$ cat config.mk
export PLATFORM = sky130hd
export DESIGN_NAME = onchip_mem_dma_master
export DESIGN_NICKNAME = d
export VERILOG_FILES = /design/src/rtl/onchip_dma_pkg.sv /design/src/rtl/onchip_dma_chunk_buf.sv /design/src/rtl/onchip_mem_dma_master.sv
export SDC_FILE = /design/constraint.sdc
export NUM_CORES = 1
export LEC_CHECK = 0
export BUFFER_PORTS_ARGS = -buffer_cell sky130_fd_sc_hd__buf_2
export CORE_MARGIN = 3
export CORE_UTILIZATION = 40
export DETAILED_ROUTE_END_ITERATION = 16
export GPL_TIMING_DRIVEN = 0
export PLACE_DENSITY = 0.59
export SYNTH_ARGS = -nofsm -noshare
export SYNTH_HDL_FRONTEND = slang
export SYNTH_SLANG_ARGS = --single-unit
export TNS_END_PERCENT = 10
$ cat constraint.sdc
create_clock -name clk -period 5.89 [get_ports clk]
set_clock_uncertainty 0.1 [all_clocks]
set_input_delay 0 -clock clk [delete_from_list [all_inputs] [get_ports clk]]
set_output_delay 0 -clock clk [all_outputs]
set_load 0.05 [all_outputs]
$ cat src/rtl/onchip_dma_pkg.sv
// Shared types and default constants for the on-chip RAM DMA master.
package onchip_dma_pkg;

    localparam int ADDR_W    = 16;
    localparam int DATA_W    = 32;
    localparam int MEM_WORDS = 49152;
    localparam int CHUNK     = 4;
    localparam int RD_LAT    = 2;

    localparam logic OP_COPY = 1'b0;
    localparam logic OP_FILL = 1'b1;

    typedef enum logic [2:0] {
        ST_IDLE,
        ST_CHECK,
        ST_RD_ISSUE,
        ST_RD_DRAIN,
        ST_WR,
        ST_FILL,
        ST_DONE
    } state_e;

endpackage

$ cat src/rtl/onchip_dma_chunk_buf.sv
// CHUNK-deep read buffer: slots fill in issue order as read data returns RD_LAT cycles later.
module onchip_dma_chunk_buf #(
    parameter int DATA_W = onchip_dma_pkg::DATA_W,
    parameter int CHUNK  = onchip_dma_pkg::CHUNK,
    parameter int RD_LAT = onchip_dma_pkg::RD_LAT
) (
    input  logic                       clk,
    input  logic                       rst_n,
    input  logic                       clr,
    input  logic                       rd_issue,
    input  logic [DATA_W-1:0]          din,
    input  logic                       rd_en,
    output logic                       cap_en,
    output logic [$clog2(CHUNK)-1:0]   wr_ptr,
    output logic [DATA_W-1:0]          rdata
);
    localparam int IDX_W = $clog2(CHUNK);

    logic [RD_LAT-1:0] vld_q, vld_d;
    logic [IDX_W-1:0]  wr_ptr_q, wr_ptr_d, rd_ptr_q, rd_ptr_d;
    logic [DATA_W-1:0] mem_q [CHUNK];

    assign cap_en = vld_q[RD_LAT-1];
    assign wr_ptr = wr_ptr_q;
    // A single-word chunk reads its slot in the same cycle it is captured.
    assign rdata  = (cap_en && (wr_ptr_q == rd_ptr_q)) ? din : mem_q[rd_ptr_q];

    always_comb begin
        vld_d    = RD_LAT'({vld_q, rd_issue});
        wr_ptr_d = wr_ptr_q;
        rd_ptr_d = rd_ptr_q;
        if (clr) begin
            wr_ptr_d = '0;
            rd_ptr_d = '0;
        end else begin
            if (cap_en) wr_ptr_d = wr_ptr_q + IDX_W'(1);
            if (rd_en)  rd_ptr_d = rd_ptr_q + IDX_W'(1);
        end
    end

    always_ff @(posedge clk or negedge rst_n) begin
        if (!rst_n) begin
            vld_q    <= '0;
            wr_ptr_q <= '0;
            rd_ptr_q <= '0;
        end else begin
            vld_q    <= vld_d;
            wr_ptr_q <= wr_ptr_d;
            rd_ptr_q <= rd_ptr_d;
        end
    end

    always_ff @(posedge clk) begin
        if (cap_en) mem_q[wr_ptr_q] <= din;
    end

endmodule

$ cat src/rtl/onchip_mem_dma_master.sv
// Avalon-MM DMA master for COPY/FILL on the single-port on-chip RAM.
// Define ONCHIP_DMA_CHECKSUM_EN to accumulate a checksum of every written word.
module onchip_mem_dma_master #(
    parameter int ADDR_W    = onchip_dma_pkg::ADDR_W,
    parameter int DATA_W    = onchip_dma_pkg::DATA_W,
    parameter int MEM_WORDS = onchip_dma_pkg::MEM_WORDS,
    parameter int CHUNK     = onchip_dma_pkg::CHUNK,
    parameter int RD_LAT    = onchip_dma_pkg::RD_LAT
) (
    input  logic                  clk,
    input  logic                  reset_n,
    input  logic                  cmd_valid,
    output logic                  cmd_ready,
    input  logic                  cmd_op,
    input  logic [ADDR_W-1:0]     cmd_src,
    input  logic [ADDR_W-1:0]     cmd_dst,
    input  logic [ADDR_W-1:0]     cmd_len,
    input  logic [DATA_W-1:0]     cmd_fill,
    output logic                  busy,
    output logic                  done,
    output logic                  err,
    output logic [DATA_W-1:0]     checksum,
    output logic [ADDR_W-1:0]     avm_address,
    output logic                  avm_chipselect,
    output logic                  avm_write,
    output logic [DATA_W/8-1:0]   avm_byteenable,
    output logic [DATA_W-1:0]     avm_writedata,
    input  logic [DATA_W-1:0]     avm_readdata,
    output logic                  avm_clken
);
    import onchip_dma_pkg::*;

    localparam int IDX_W = $clog2(CHUNK);
    localparam logic [IDX_W:0] ONE_N = (IDX_W+1)'(1);

    state_e state_q, state_d;
    logic op_q, op_d;
    logic [ADDR_W-1:0] src_q, src_d, dst_q, dst_d, rem_q, rem_d, addr_q, addr_d;
    logic [DATA_W-1:0] fill_q, fill_d, wdata_q, wdata_d;
    logic [IDX_W:0] n_q, n_d, cnt_q, cnt_d, n_m1;
    logic ready_q, ready_d, busy_q, busy_d, done_q, done_d, err_q, err_d;
    logic cs_q, cs_d, we_q, we_d, clken_q;
    logic buf_clr, buf_rd_en, cap_en;
    logic [IDX_W-1:0] wr_ptr;
    logic [DATA_W-1:0] buf_rdata;
    logic [ADDR_W:0] src_end, dst_end;

    function automatic logic [IDX_W:0] chunk_n(input logic [ADDR_W-1:0] r);
        return (r >= ADDR_W'(CHUNK)) ? (IDX_W+1)'(CHUNK) : r[IDX_W:0];
    endfunction

    onchip_dma_chunk_buf #(.DATA_W(DATA_W), .CHUNK(CHUNK), .RD_LAT(RD_LAT)) u_buf (
        .clk(clk), .rst_n(reset_n), .clr(buf_clr), .rd_issue(cs_q & ~we_q),
        .din(avm_readdata), .rd_en(buf_rd_en), .cap_en(cap_en), .wr_ptr(wr_ptr),
        .rdata(buf_rdata)
    );

    assign src_end = {1'b0, src_q} + {1'b0, rem_q};
    assign dst_end = {1'b0, dst_q} + {1'b0, rem_q};
    assign n_m1    = n_q - ONE_N;

    always_comb begin
        state_d = state_q;  op_d = op_q;  src_d = src_q;  dst_d = dst_q;
        rem_d = rem_q;  fill_d = fill_q;  addr_d = addr_q;  wdata_d = wdata_q;
        n_d = n_q;  cnt_d = cnt_q;  cs_d = cs_q;  we_d = we_q;
        err_d = 1'b0;  buf_clr = 1'b0;  buf_rd_en = 1'b0;
        case (state_q)
            ST_IDLE: if (cmd_valid && ready_q) begin
                op_d = cmd_op;  src_d = cmd_src;  dst_d = cmd_dst;
                rem_d = cmd_len;  fill_d = cmd_fill;  state_d = ST_CHECK;
            end
            ST_CHECK: begin
                if (rem_q == '0) begin
                    state_d = ST_DONE;
                end else if ((op_q == OP_COPY && src_end > (ADDR_W+1)'(MEM_WORDS)) ||
                             dst_end > (ADDR_W+1)'(MEM_WORDS)) begin
                    state_d = ST_DONE;  err_d = 1'b1;
                end else if (op_q == OP_COPY) begin
                    state_d = ST_RD_ISSUE;  cs_d = 1'b1;  we_d = 1'b0;  addr_d = src_q;
                    n_d = chunk_n(rem_q);  cnt_d = ONE_N;  buf_clr = 1'b1;
                end else begin
                    state_d = ST_FILL;  cs_d = 1'b1;  we_d = 1'b1;  addr_d = dst_q;
                    wdata_d = fill_q;  rem_d = rem_q - ADDR_W'(1);
                end
            end
            ST_RD_ISSUE: begin
                if (cnt_q < n_q) begin
                    addr_d = addr_q + ADDR_W'(1);  cnt_d = cnt_q + ONE_N;
                end else begin
                    state_d = ST_RD_DRAIN;  cs_d = 1'b0;
                end
            end
            // Leave drain on the edge that captures the chunk's final word.
            ST_RD_DRAIN: if (cap_en && (wr_ptr == n_m1[IDX_W-1:0])) begin
                state_d = ST_WR;  cs_d = 1'b1;  we_d = 1'b1;  addr_d = dst_q;
                wdata_d = buf_rdata;  buf_rd_en = 1'b1;  cnt_d = ONE_N;
            end
            ST_WR: begin
                if (cnt_q < n_q) begin
                    addr_d = addr_q + ADDR_W'(1);  wdata_d = buf_rdata;
                    buf_rd_en = 1'b1;  cnt_d = cnt_q + ONE_N;
                end else begin
                    src_d = src_q + ADDR_W'(n_q);
                    dst_d = dst_q + ADDR_W'(n_q);
                    rem_d = rem_q - ADDR_W'(n_q);
                    if (rem_d == '0) begin
                        state_d = ST_DONE;  cs_d = 1'b0;  we_d = 1'b0;
                    end else begin
                        state_d = ST_RD_ISSUE;  we_d = 1'b0;  addr_d = src_d;
                        n_d = chunk_n(rem_d);  cnt_d = ONE_N;  buf_clr = 1'b1;
                    end
                end
            end
            ST_FILL: begin
                if (rem_q != '0) begin
                    addr_d = addr_q + ADDR_W'(1);  rem_d = rem_q - ADDR_W'(1);
                end else begin
                    state_d = ST_DONE;  cs_d = 1'b0;  we_d = 1'b0;
                end
            end
            ST_DONE: state_d = ST_IDLE;
            default: state_d = ST_IDLE;
        endcase
        ready_d = (state_d == ST_IDLE);
        busy_d  = (state_d != ST_IDLE);
        done_d  = (state_d == ST_DONE);
    end

    always_ff @(posedge clk or negedge reset_n) begin
        if (!reset_n) begin
            state_q <= ST_IDLE;  ready_q <= 1'b0;  busy_q <= 1'b0;  done_q <= 1'b0;
            err_q <= 1'b0;  cs_q <= 1'b0;  we_q <= 1'b0;  addr_q <= '0;  wdata_q <= '0;
            n_q <= '0;  cnt_q <= '0;  clken_q <= 1'b0;
        end else begin
            state_q <= state_d;  ready_q <= ready_d;  busy_q <= busy_d;  done_q <= done_d;
            err_q <= err_d;  cs_q <= cs_d;  we_q <= we_d;  addr_q <= addr_d;  wdata_q <= wdata_d;
            n_q <= n_d;  cnt_q <= cnt_d;  clken_q <= 1'b1;
        end
    end

    always_ff @(posedge clk) begin
        op_q <= op_d;  src_q <= src_d;  dst_q <= dst_d;  rem_q <= rem_d;  fill_q <= fill_d;
    end

`ifdef ONCHIP_DMA_CHECKSUM_EN
    logic [DATA_W-1:0] cksum_q, cksum_d;

    always_comb begin
        cksum_d = cksum_q;
        if (state_q == ST_IDLE && cmd_valid && ready_q) cksum_d = '0;
        else if (cs_q && we_q)                          cksum_d = cksum_q + wdata_q;
    end

    always_ff @(posedge clk or negedge reset_n) begin
        if (!reset_n) cksum_q <= '0;
        else          cksum_q <= cksum_d;
    end

    assign checksum = cksum_q;
`else
    assign checksum = '0;
`endif

    assign cmd_ready      = ready_q;
    assign busy           = busy_q;
    assign done           = done_q;
    assign err            = err_q;
    assign avm_address    = addr_q;
    assign avm_chipselect = cs_q;
    assign avm_write      = we_q;
    assign avm_byteenable = '1;
    assign avm_writedata  = wdata_q;
    assign avm_clken      = clken_q;

endmodule
==> metrics.md <==
| Metric | Value |
|---|---|
| Outcome | finished clean |
| Syn. warnings | 0 |
| Fin. Hold Viols | 0 |
| Worst Setup SP | rem_q[0] |
| CP Max Fanout | 9 |
| Antenna cells | 0 |
| Post-synth top area share | 0.4034 |
| Vias | 12.25k |
| Hold Path Class | input pin to flip-flop |
| Post-synth top area cell | edfxtp_1 |
| Hold Path Depth | 2 |
| Die Area | 0.04130 sq mm |
| GRT overflow | 0 |
| Critical path type | flip-flop to flip-flop |
| Layout area overhead | 26.16% |
| Post-DP HPWL | 33,570 um |
| Relative slew slack | 0.2425 |
| Final setup viols | 0 |
| CTS Buffer Depth | 3 |
| Worst path required time | 6200 ps |
| Residual DRC | 0 |
| R2R Path Start | rem_q[0] |
| Post-cts gate resize count | 0 |
| Number of synthesized flops with an enable pin | 209 |
| Final #Nets | 1,893 |
| Number of global-route vias before repair | 12.22k |
| I/O pin cnt | 207 |
| DR iter-0 viols | 929 |
| CP endpoint kind | flip-flop |
| Seq/Total Area, Yosys | 0.5160 |
| ANT nets after route | 0 |
| Row count | 71 |
| CTS tree | built |
| Slowest-stage cell, CP | o21ai_0 |
| Top_reg_cell synth | edfxtp_1 |
| Fin crit share | 0.9173 |
| Die Ht | 203.2 um |
| Drt pass-1 iters | 5 |
| Port Buffer Count | 170 |
| Largest net degree at the start of global routing | 58 |
| Htree depth | 2 |
| Gpl congestion | 0.9096 |
| Ratio of cells with drive above 1 in the final layout | 0.2118 |
| Buf/Inv on CP | 3 |
| Insertion delay to the later sink of the worst-skew pair | 530 ps |
| Leading post-synthesis cells by cell area | edfxtp_1 (40%), dfrtp_1 (11%), mux4_2 (4.6%) |
| Postcts setup bufs | 0 |
| Core area | 0.03802 sq mm |
| Overall routing resource usage | 0.2189 |
| Synth Register Bits | 279 |
| Worst Max-Slew Pin Slew | 1132 ps |
| PD cells | 521.3 mW/mm^2 |
| Chip width | 203.2 um |
| Post-synth top cells | edfxtp_1 (209), nand2_1 (122), o21ai_0 (94) |
| Post-route minimum period | 5403 ps |
| Initial Util | 0.4092 |
| MaxCap Viol Count | 0 |
| Post-synth cell types | 79 |
| Global-route wire length before repair | 70,750 um |
| Mean Syn Cell Area | 11.48 sq um |
| CP top delay family | simple AND/OR/NAND/NOR gates |
| Hold_ws | 77.23 ps |
| Hold-fix buffers, CTS | 117 |
| Clk slew on worst S/H paths | 60 ps |
| R2r worst-path depth | 15 |
| RSZ-0062 raised after global routing | no |
| CP Data Arrival Time | 5710 ps |
| Fraction of registers with async set/reset | 0.2509 |
| Peak VDD IR | 0.2010 mV |
| CTS Sinks | 279 |
| Initial antenna violation count | 0 |
| Slew Limit Fails | 0 |
| Routed wire length | 46,340 um |
| Mapped Cells | 1,355 |
| Fmax achieved | 185.1 MHz |
| CTS Buf Count | 34 |
| Static Leak | 7.846 nW |
| Most numerous cell in the Yosys netlist | edfxtp_1 |
| Crit-path cells | inv_1 > ha_1 > inv_1 > fa_1 > a211oi_1 > nand2_1 > or3_1 > xor2_1 > nand3_1 > nor4_1 > nand3_1 > o21ai_0 > or2_1 > buf_6 > mux2_1 |
| Setup TNS | 0 ps |
| Crit start category | flip-flop |
| WL/cell | 20.52 um |
| CP Depth | 15 |
| Clk Tree Root Cell | clkbuf_16 |
| Via/cell ratio | 5.425 |
| HP Start | cmd_fill[0] |
| Synthesized area | 0.01556 sq mm |
| Slowest stage delay, CP | 770 ps |
stage by stage:
step	utilization	cells	instance area, sq um	setup slack, ps	power (mW)
after floorplan	-	1390	15690	348.2	6.623
after global placement	0.4519	2071	17180	-3713	7.945
after detailed placement	0.4550	2079	17300	538.9	8.017
after CTS	0.5163	2258	19630	537.8	10.27
after global routing	0.5163	2258	19630	87.49	10.84
final	0.5163	2258	19630	487.1	10.23
worst paths after layout:
check,to,slack [ps]
setup / recovery,avm_address[14],490
hold / removal,fill_q[0],80
setup reg to reg,avm_address[14],490
hold reg to reg,u_buf.vld_q[1],250
max in group asynchronous,avm_writedata[0],4120
min in group asynchronous,avm_writedata[13],470
power by group:
group	internal, mW	switching [mW]	total, mW
Clock	1.31	0.848	2.16
Combinational	1.80	3.16	4.96
Sequential	2.69	0.427	3.11
registers in the layout, indices dropped and copies added, names as in the netlist, 16 cells and up:
signal,count
rem_q,16
dst_q,16
u_buf.mem_q,128
src_q,16
avm_writedata,32
fill_q,32
avm_address,16
layout by cell type, fill, tap and decap left out, drive strengths merged, types with 6 or more instances in the layout:
cell type    count
nor2b           16
o22a             6
mux2            38
buf            232
a221oi           6
ha              51
dfrtp           70
and3            10
o211ai           8
nand3           32
o21ai          100
o221ai           8
mux2i           45
or2             10
mux4            32
nand2          122
clkbuf          90
dlygate4sd3    117
xnor2           28
xor2            39
nor2            92
a22oi           10
nor4            12
nor3            18
a21oi           91
inv             32
a31oi           14
edfxtp         209
nand2b          12
a21o            15
and2             9
conb            37
a211oi          14
o22ai           11
clkinv          10
nand4           11
logic make-up (layout without fill, tap and decap cells):
kind of cell               Yosys count  count (layout)  share of synthesized area
other                                2              37                  0.0004827
adders and majority gates           56              56                    0.04745
muxes                              115             115                     0.1030
DFF                                279             279                     0.5160
AOI/OAI and AO/OA                  332             332                     0.1366
xor gates and xnor gates            67              67                    0.03772
buffers and inverters              130             487                    0.04238
and+or+nand+nor                    374             374                     0.1164
layer usage:
| layer | global-route usage | routed length, um | up-vias |
|---|---|---|---|
| li1 | - | - | 5812 |
| met1 | 0.2833 | 19550 | 5938 |
| met2 | 0.3739 | 22560 | 412 |
| met3 | 0.03655 | 2649 | 87 |
| met4 | 0.07571 | 1576 | 0 |
| met5 | 0 | 0 | - |
area by class of cell:
class	instances	area, sq um
fillers	3406	18390
flip-flops and latches	279	8028
multi-input cells	981	7019
repair buffers	295	2125
clock buffers	43	935.9
well taps	511	639.4
plain buffers	101	550.5
clock inverters	19	222.7
inverters	29	108.9
Power figures use the tool's default switching activity.
